File: src/rtl/uart_tx_core.sv
`default_nettype none
// ============================================================================
// Module   : uart_tx_core
// Purpose  : 8N1 asynchronous serial transmitter. One start bit (low), eight
//            data bits LSB first, one stop bit (high), no parity. A byte is
//            accepted on a tx_start pulse while idle; tx_busy covers the frame.
// Ports    : clk      - system clock, rising edge
//            rst      - synchronous active-high reset (aborts any frame)
//            tx_start - transmit request, sampled every edge
//            tx_data  - byte to send, captured at acceptance
//            tx       - serial line, idles high (registered)
//            tx_busy  - high while a frame is in progress (registered)
// Revision : 1.0 - initial release
// ============================================================================
module uart_tx_core #(
  parameter int CLK_FREQ = 1_000_000,
  parameter int BAUD     = 9600
) (
  input  logic       clk,
  input  logic       rst,
  input  logic       tx_start,
  input  logic [7:0] tx_data,
  output logic       tx,
  output logic       tx_busy
);

  // Cycles per bit; the design expects this to be at least 2.
  localparam int CLKS_PER_BIT = CLK_FREQ / BAUD;
  localparam int CNT_W        = (CLKS_PER_BIT > 1) ? $clog2(CLKS_PER_BIT) : 1;
  localparam logic [CNT_W-1:0] LAST_CNT = CNT_W'(CLKS_PER_BIT - 1);

  typedef enum logic [1:0] {
    IDLE  = 2'd0,
    START = 2'd1,
    DATA  = 2'd2,
    STOP  = 2'd3
  } state_t;

  state_t           r_state, w_state_nxt;
  logic [CNT_W-1:0] r_cnt,   w_cnt_nxt;
  logic [2:0]       r_idx,   w_idx_nxt;
  logic [7:0]       r_shreg, w_shreg_nxt;
  logic             r_tx,    w_tx_nxt;
  logic             r_busy,  w_busy_nxt;
  logic             w_bit_done;

  assign w_bit_done = (r_cnt == LAST_CNT);
  assign tx         = r_tx;
  assign tx_busy    = r_busy;

  always_ff @(posedge clk) begin
    if (rst) begin
      r_state <= IDLE;
      r_cnt   <= '0;
      r_idx   <= '0;
      r_shreg <= '0;
      r_tx    <= 1'b1;
      r_busy  <= 1'b0;
    end else begin
      r_state <= w_state_nxt;
      r_cnt   <= w_cnt_nxt;
      r_idx   <= w_idx_nxt;
      r_shreg <= w_shreg_nxt;
      r_tx    <= w_tx_nxt;
      r_busy  <= w_busy_nxt;
    end
  end

  // The tx value for each bit is loaded on the edge that opens the bit, so
  // the line only ever moves on a bit boundary and stays a clean flop output.
  always_comb begin
    w_state_nxt = r_state;
    w_cnt_nxt   = r_cnt;
    w_idx_nxt   = r_idx;
    w_shreg_nxt = r_shreg;
    w_tx_nxt    = r_tx;
    w_busy_nxt  = r_busy;

    case (r_state)
      IDLE: begin
        w_tx_nxt   = 1'b1;
        w_busy_nxt = 1'b0;
        if (tx_start) begin
          w_shreg_nxt = tx_data;
          w_tx_nxt    = 1'b0;
          w_busy_nxt  = 1'b1;
          w_cnt_nxt   = '0;
          w_idx_nxt   = '0;
          w_state_nxt = START;
        end
      end

      START: begin
        if (w_bit_done) begin
          w_cnt_nxt   = '0;
          w_tx_nxt    = r_shreg[0];
          w_shreg_nxt = {1'b0, r_shreg[7:1]};
          w_state_nxt = DATA;
        end else begin
          w_cnt_nxt = r_cnt + CNT_W'(1);
        end
      end

      DATA: begin
        if (w_bit_done) begin
          w_cnt_nxt = '0;
          if (r_idx == 3'd7) begin
            w_tx_nxt    = 1'b1;
            w_state_nxt = STOP;
          end else begin
            w_tx_nxt    = r_shreg[0];
            w_shreg_nxt = {1'b0, r_shreg[7:1]};
            w_idx_nxt   = r_idx + 3'd1;
          end
        end else begin
          w_cnt_nxt = r_cnt + CNT_W'(1);
        end
      end

      STOP: begin
        if (w_bit_done) begin
          // tx_busy drops here; a new request is only seen one edge later,
          // once the registered busy flag reads low.
          w_cnt_nxt   = '0;
          w_busy_nxt  = 1'b0;
          w_state_nxt = IDLE;
        end else begin
          w_cnt_nxt = r_cnt + CNT_W'(1);
        end
      end

      default: begin
        w_state_nxt = IDLE;
      end
    endcase
  end

endmodule
`default_nettype wire

File: config.mk
export PLATFORM = sky130hd
export DESIGN_NAME = uart_tx_core
export DESIGN_NICKNAME = d
export VERILOG_FILES = /design/src/rtl/uart_tx_core.sv
export SDC_FILE = /design/constraint.sdc
export NUM_CORES = 1
export LEC_CHECK = 0
export CORE_MARGIN = 8
export CORE_UTILIZATION = 60
export DETAILED_ROUTE_END_ITERATION = 8
export PLACE_DENSITY_LB_ADDON = 0.25
export REMOVE_ABC_BUFFERS = 1
export SETUP_SLACK_MARGIN = 0.5
export SLEW_MARGIN = 20
export SYNTH_ARGS = -nofsm -noshare
export SYNTH_HDL_FRONTEND = slang
export SYNTH_SLANG_ARGS = --single-unit
File: constraint.sdc
create_clock -name clk -period 3.7 [get_ports clk]
set_input_delay 0.74 -clock clk [delete_from_list [all_inputs] [get_ports clk]]
set_output_delay 0.74 -clock clk [all_outputs]
set_load 0.005 [all_outputs]
# --- Word level (Yosys, flattened, before mapping) ---
# Cells that the tools add are included.
# Widths: inputs -> output; s select.
word_totals:
  register_bits: 22
  output_inout_bits: 2
  word_cells: 55
classes:
  addsub: 2
  eq_ne: 11
  n_mux: 26
  n_reduce_logical: 10
op_table:
  columns: ["op", "n"]
  rows:
  - ["$mux 8", 4]
  - ["$pmux 8 s3", 1]
  - ["$mux 7", 2]
  - ["$pmux 7 s2", 1]
  - ["$ne 2x2->1 const B", 6]
  - ["$mux 2", 5]
  - ["$reduce_and 5->1", 2]
  - ["$mux 3", 3]
  - ["$pmux 2 s4", 1]
  - ["$add 7x1->7 const B", 1]
  - ["$eq 7x7->1 const B", 1]
  - ["$mux 1", 6]
  - ["$pmux 3 s2", 1]
  - ["$eq 2x2->1 const B", 2]
  - ["$reduce_and 4->1", 1]
  - ["$reduce_bool 2->1", 2]
  - ["$add 3x1->3 const B", 1]
  - ["$eq 3x3->1 const B", 1]
  - ["$pmux 1 s3", 1]
  - ["$reduce_and 3->1", 1]
  - ["$reduce_bool 3->1", 1]
  - ["$reduce_or 3->1", 1]
  - ["$eq 2x1->1 const B", 1]
  - ["$logic_not 2->1", 1]
  - ["2 further kinds", 2]

# --- Longest topological paths before layout ---
logic_depth:
  depth_word: 4
  mapped_depth: 8

# --- Worst setup path after synthesis ---
# Ideal clock, no wire load.
synth_path:
  path_type: "register -> register"
  from: "register r_state[0]"
  to: "register r_shreg[6]"
  setup_ns: 0.121
  arrival_ns: 1.607
  t_required_ns: 3.579
  slack_ns: 1.972
  path_stages_with_launch: 9
  path_buffers: 2
  synth_period_minus_slack_ns: 1.728
  cell_sequence: "dfxtp_1 inv_1 ha_1 nor2b_1 buf_6 a211oi_4 clkbuf_8 and3_2 nor3_2"
synth_via:
  elab_chain_len: 3
synth_lines:
  columns: ["item", "line_no", "source"]
  rows:
  - ["from (decl)", "39", "state_t r_state, w_state_nxt;"]
  - ["from (signal assigned)", "60", "r_state <= w_state_nxt;"]
  - ["$eq 2x2->1 (tied with other cells)", "79", "case (r_state)"]
  - ["$ne 2x2->1 (no source line) / $reduce_bool 3->1 (equally long branches)", null, null]
  - ["$reduce_and 5->1 (no source line)", null, null]
  - ["to (signal assigned)", "63", "r_shreg <= w_shreg_nxt;"]
  - ["to (decl)", "42", "logic [7:0] r_shreg, w_shreg_nxt;"]
# Several ways; a longest one is shown, not always the timed one.
# A chain may end at the register's enable or synchronous reset.

# --- Worst setup path after layout ---
layout_path:
  from: "input port tx_start"
  to: "register r_shreg[3]"
layout_via:
  elab_chain_len: 2
layout_lines:
  columns: ["item", "line_no", "source"]
  rows:
  - ["from (decl)", "21", "input logic tx_start,"]
  - ["$ne 2x2->1 (no source line)", null, null]
  - ["$reduce_and 5->1 (no source line)", null, null]
# No other way between the ends.

==> metrics <==
status=completed; FF-to-FF Start=r_state[0]; Hold-fix buffers, CTS=0; count of final max-slew check failures=0; CTS Sinks=22; Worst VDD drop=540 uV; post-layout net count=177; min cycle time layout=2.23 ns; effective utilization at floorplan=63.2%; number of enable-type register cells in the synthesized netlist=0; number of max-cap violations=0; largest fanout on the critical path=16; power density over the cells=803 mW/mm^2; Final period util=60.1%; most common flop cell mapped by yosys=sky130_fd_sc_hd__dfxtp_1; required time of the worst setup path=3.95 ns; vertical die dimension=64.3 um; antenna violations before repair=0; Gate Count Post-Synth=148; synth warn=0; main area contributors after synthesis=sky130_fd_sc_hd__dfxtp_1, sky130_fd_sc_hd__ha_1, sky130_fd_sc_hd__mux2i_1; Initial DRT Pass Iterations=4; cell count after placement=180; fraction of layout cells with a size suffix above 1=17.9%; count of endpoints failing hold in the final timing report=0; number of vias after detailed routing=1,133; overflow left after global routing=0; total global routing track utilization=14.5%; growth of design area from synthesis to finish=9.67%; share of async-settable or async-resettable flops after synthesis=0%; post-synthesis cell type with the largest combined area=sky130_fd_sc_hd__dfxtp_1; min-delay worst type=flop to flop; buffers added on ports=12; Clock Tree Root=sky130_fd_sc_hd__clkbuf_4; maximum buffer depth of the clock tree=2; final setup violation count=0; synthesized flop and latch total=22; post-synth cell types=46; critical path launch point type=input pin; placeable core area=0.00221 mm^2; remaining number of nets flagged by the antenna check after routing=0; total I/O pin count=13; post-synth top area share=31.5%; FF+latch area=440 um^2; Mapped Area=0.00140 mm^2; data arrival time of the critical path=2.48 ns; CTS tree=yes; average wire per cell in the routed design=15.3 um; hpwl dp=2080 um; DR iter-0 viols=26; Die ar.=0.00413 mm^2; Total Wirelength=2810 um; per-cell via count in the routed design=6.16; Crit Path Category=input pin to flop; Rows=17; worst-margin pin slew=0.793 ns; wire length of the first global-routing pass=5020 um; antenna cells=0; type of element capturing the critical path=flop; count of filler cells inserted in the layout=192; vias in the first global route=1,128; synthesized area per cell=9.44 um^2; post-route DRC violation count=0; H-tree depth=1; clock latency on the worst-skew pair=0.32 ns; final total negative setup slack=0 ns; maximum number of pins on one net before global-route repair=17; setup clock skew after layout=0.00939 ns; Critical Path Start=tx_start; total clock buffers created by CTS=3; clock-pin slew on the worst setup and hold paths=0.13 ns; final RePlAce weighted congestion=0.822; FMAX=449 MHz; source of the worst hold timing path=r_idx[1]; static leakage power=0.588 nW; setup repair after global routing missed its margin=false; footprint of the multi-input gates=847 um^2; postcts setup bufs=0; Final Instance Count excl. Fillers=184; Gates resized, CTS repair=0; die boundary width=64.3 um; remaining max-slew budget at the tightest pin=47.0%; sequential cell area fraction in the yosys report=31.5%
==> cell usage in the layout, fill, tap and decap left out, types with 3 or more instances in the layout <==
master                            count
sky130_fd_sc_hd__o21ai_0              4
sky130_fd_sc_hd__and3_2               9
sky130_fd_sc_hd__nand3_1              4
sky130_fd_sc_hd__nor3_1               3
sky130_fd_sc_hd__clkdlybuf4s50_1     12
sky130_fd_sc_hd__xnor2_1              3
sky130_fd_sc_hd__nand4_1              3
sky130_fd_sc_hd__clkbuf_4             3
sky130_fd_sc_hd__ha_1                 9
sky130_fd_sc_hd__nor3_2               7
sky130_fd_sc_hd__a21oi_1             13
sky130_fd_sc_hd__nor2_1               6
sky130_fd_sc_hd__dfxtp_1             22
sky130_fd_sc_hd__nand2_1             10
sky130_fd_sc_hd__inv_1                6
sky130_fd_sc_hd__mux2i_1              7
==> worst paths after layout <==
kind | endpoint | slack, ns | cells past startpoint
worst max-delay path | r_shreg[3] | 1.47 | 5
worst min-delay path | r_idx[1] | 0.49 | 2
worst max register to register | r_shreg[3] | 1.60 | 6
worst min register to register | r_idx[1] | 0.49 | 2
==> final cells by class <==
cell class                 instances  share of cell area, %
clock buffer                       3                   1.47
clock inverter                     1                   1.96
tap                               28                   2.29
inverter                           6                   1.47
multi-input combinational        110                   55.3
timing repair buffer              14                   8.82
sequential                        22                   28.7
==> registers in the layout (all words and copies together) (netlist names) <==
signal	flops
r_shreg	8
r_cnt	7
r_idx	3
r_state	2
tx	1
tx_busy	1
==> cell usage after synthesis (2+ instances only) <==
library cell / n
sky130_fd_sc_hd__dfxtp_1: 22
sky130_fd_sc_hd__a21oi_1: 13
sky130_fd_sc_hd__nand2_1: 10
sky130_fd_sc_hd__and3_2: 9
sky130_fd_sc_hd__ha_1: 9
sky130_fd_sc_hd__mux2i_1: 7
sky130_fd_sc_hd__nor3_2: 7
sky130_fd_sc_hd__inv_1: 6
sky130_fd_sc_hd__nor2_1: 6
sky130_fd_sc_hd__nand3_1: 4
sky130_fd_sc_hd__o21ai_0: 4
sky130_fd_sc_hd__nand4_1: 3
sky130_fd_sc_hd__nor3_1: 3
sky130_fd_sc_hd__xnor2_1: 3
sky130_fd_sc_hd__a32oi_1: 2
sky130_fd_sc_hd__and3_1: 2
sky130_fd_sc_hd__buf_2: 2
sky130_fd_sc_hd__buf_4: 2
sky130_fd_sc_hd__clkbuf_8: 2
sky130_fd_sc_hd__nor2b_1: 2
sky130_fd_sc_hd__nor4b_1: 2
sky130_fd_sc_hd__o211ai_1: 2
sky130_fd_sc_hd__o21ai_1: 2
sky130_fd_sc_hd__xor2_1: 2
==> logic make-up after synthesis <==
kind of cell / count (synthesis) / synth area share [%]
mux: 7 / 5.01
flops: 22 / 31.5
xor+xnor: 5 / 3.13
compound gates: 35 / 20.2
fa+ha+maj: 9 / 8.06
buf+inv: 16 / 7.88
simple gates: 54 / 24.2
==> report_power, final <==
group,switching [mW],internal (mW),leakage (nW)
clock network,0.0767,0.110,0.0279
logic,0.394,0.317,0.380
registers,0.0366,0.296,0.180
total,0.507,0.723,0.588
==> critical path: stages <==
cell and delay [ns]:
sky130_fd_sc_hd__clkdlybuf4s50_1 0.48, sky130_fd_sc_hd__nor2b_1 0.66, sky130_fd_sc_hd__a211oi_4 0.20, sky130_fd_sc_hd__and3_2 0.27, sky130_fd_sc_hd__nor3_2 0.12
==> routing by layer <==
metal	global-route usage (%)	wire length, um	vias up
met1	17.6	1250	544
met4	6.27	45	0
li1	-	-	558
met3	3.14	88	7
met5	0	0	-
met2	23.9	1420	24
==> through the flow <==
step / hold WS (ns) / power (mW) / area, um^2 / utilization (%) / setup slack (ns)
after floorplan: 0.447 / 0.892 / 1310 / - / 1.61
after global placement: 0.465 / 1.01 / 1480 / 66.9 / 1.30
after detailed placement: 0.474 / 1.04 / 1480 / 66.9 / 1.18
after CTS: 0.492 / 1.23 / 1530 / 69.3 / 1.50
after global routing: 0.520 / 1.33 / 1530 / 69.3 / 1.35
final: 0.494 / 1.23 / 1530 / 69.3 / 1.47
Power figures use the tool's default switching activity.
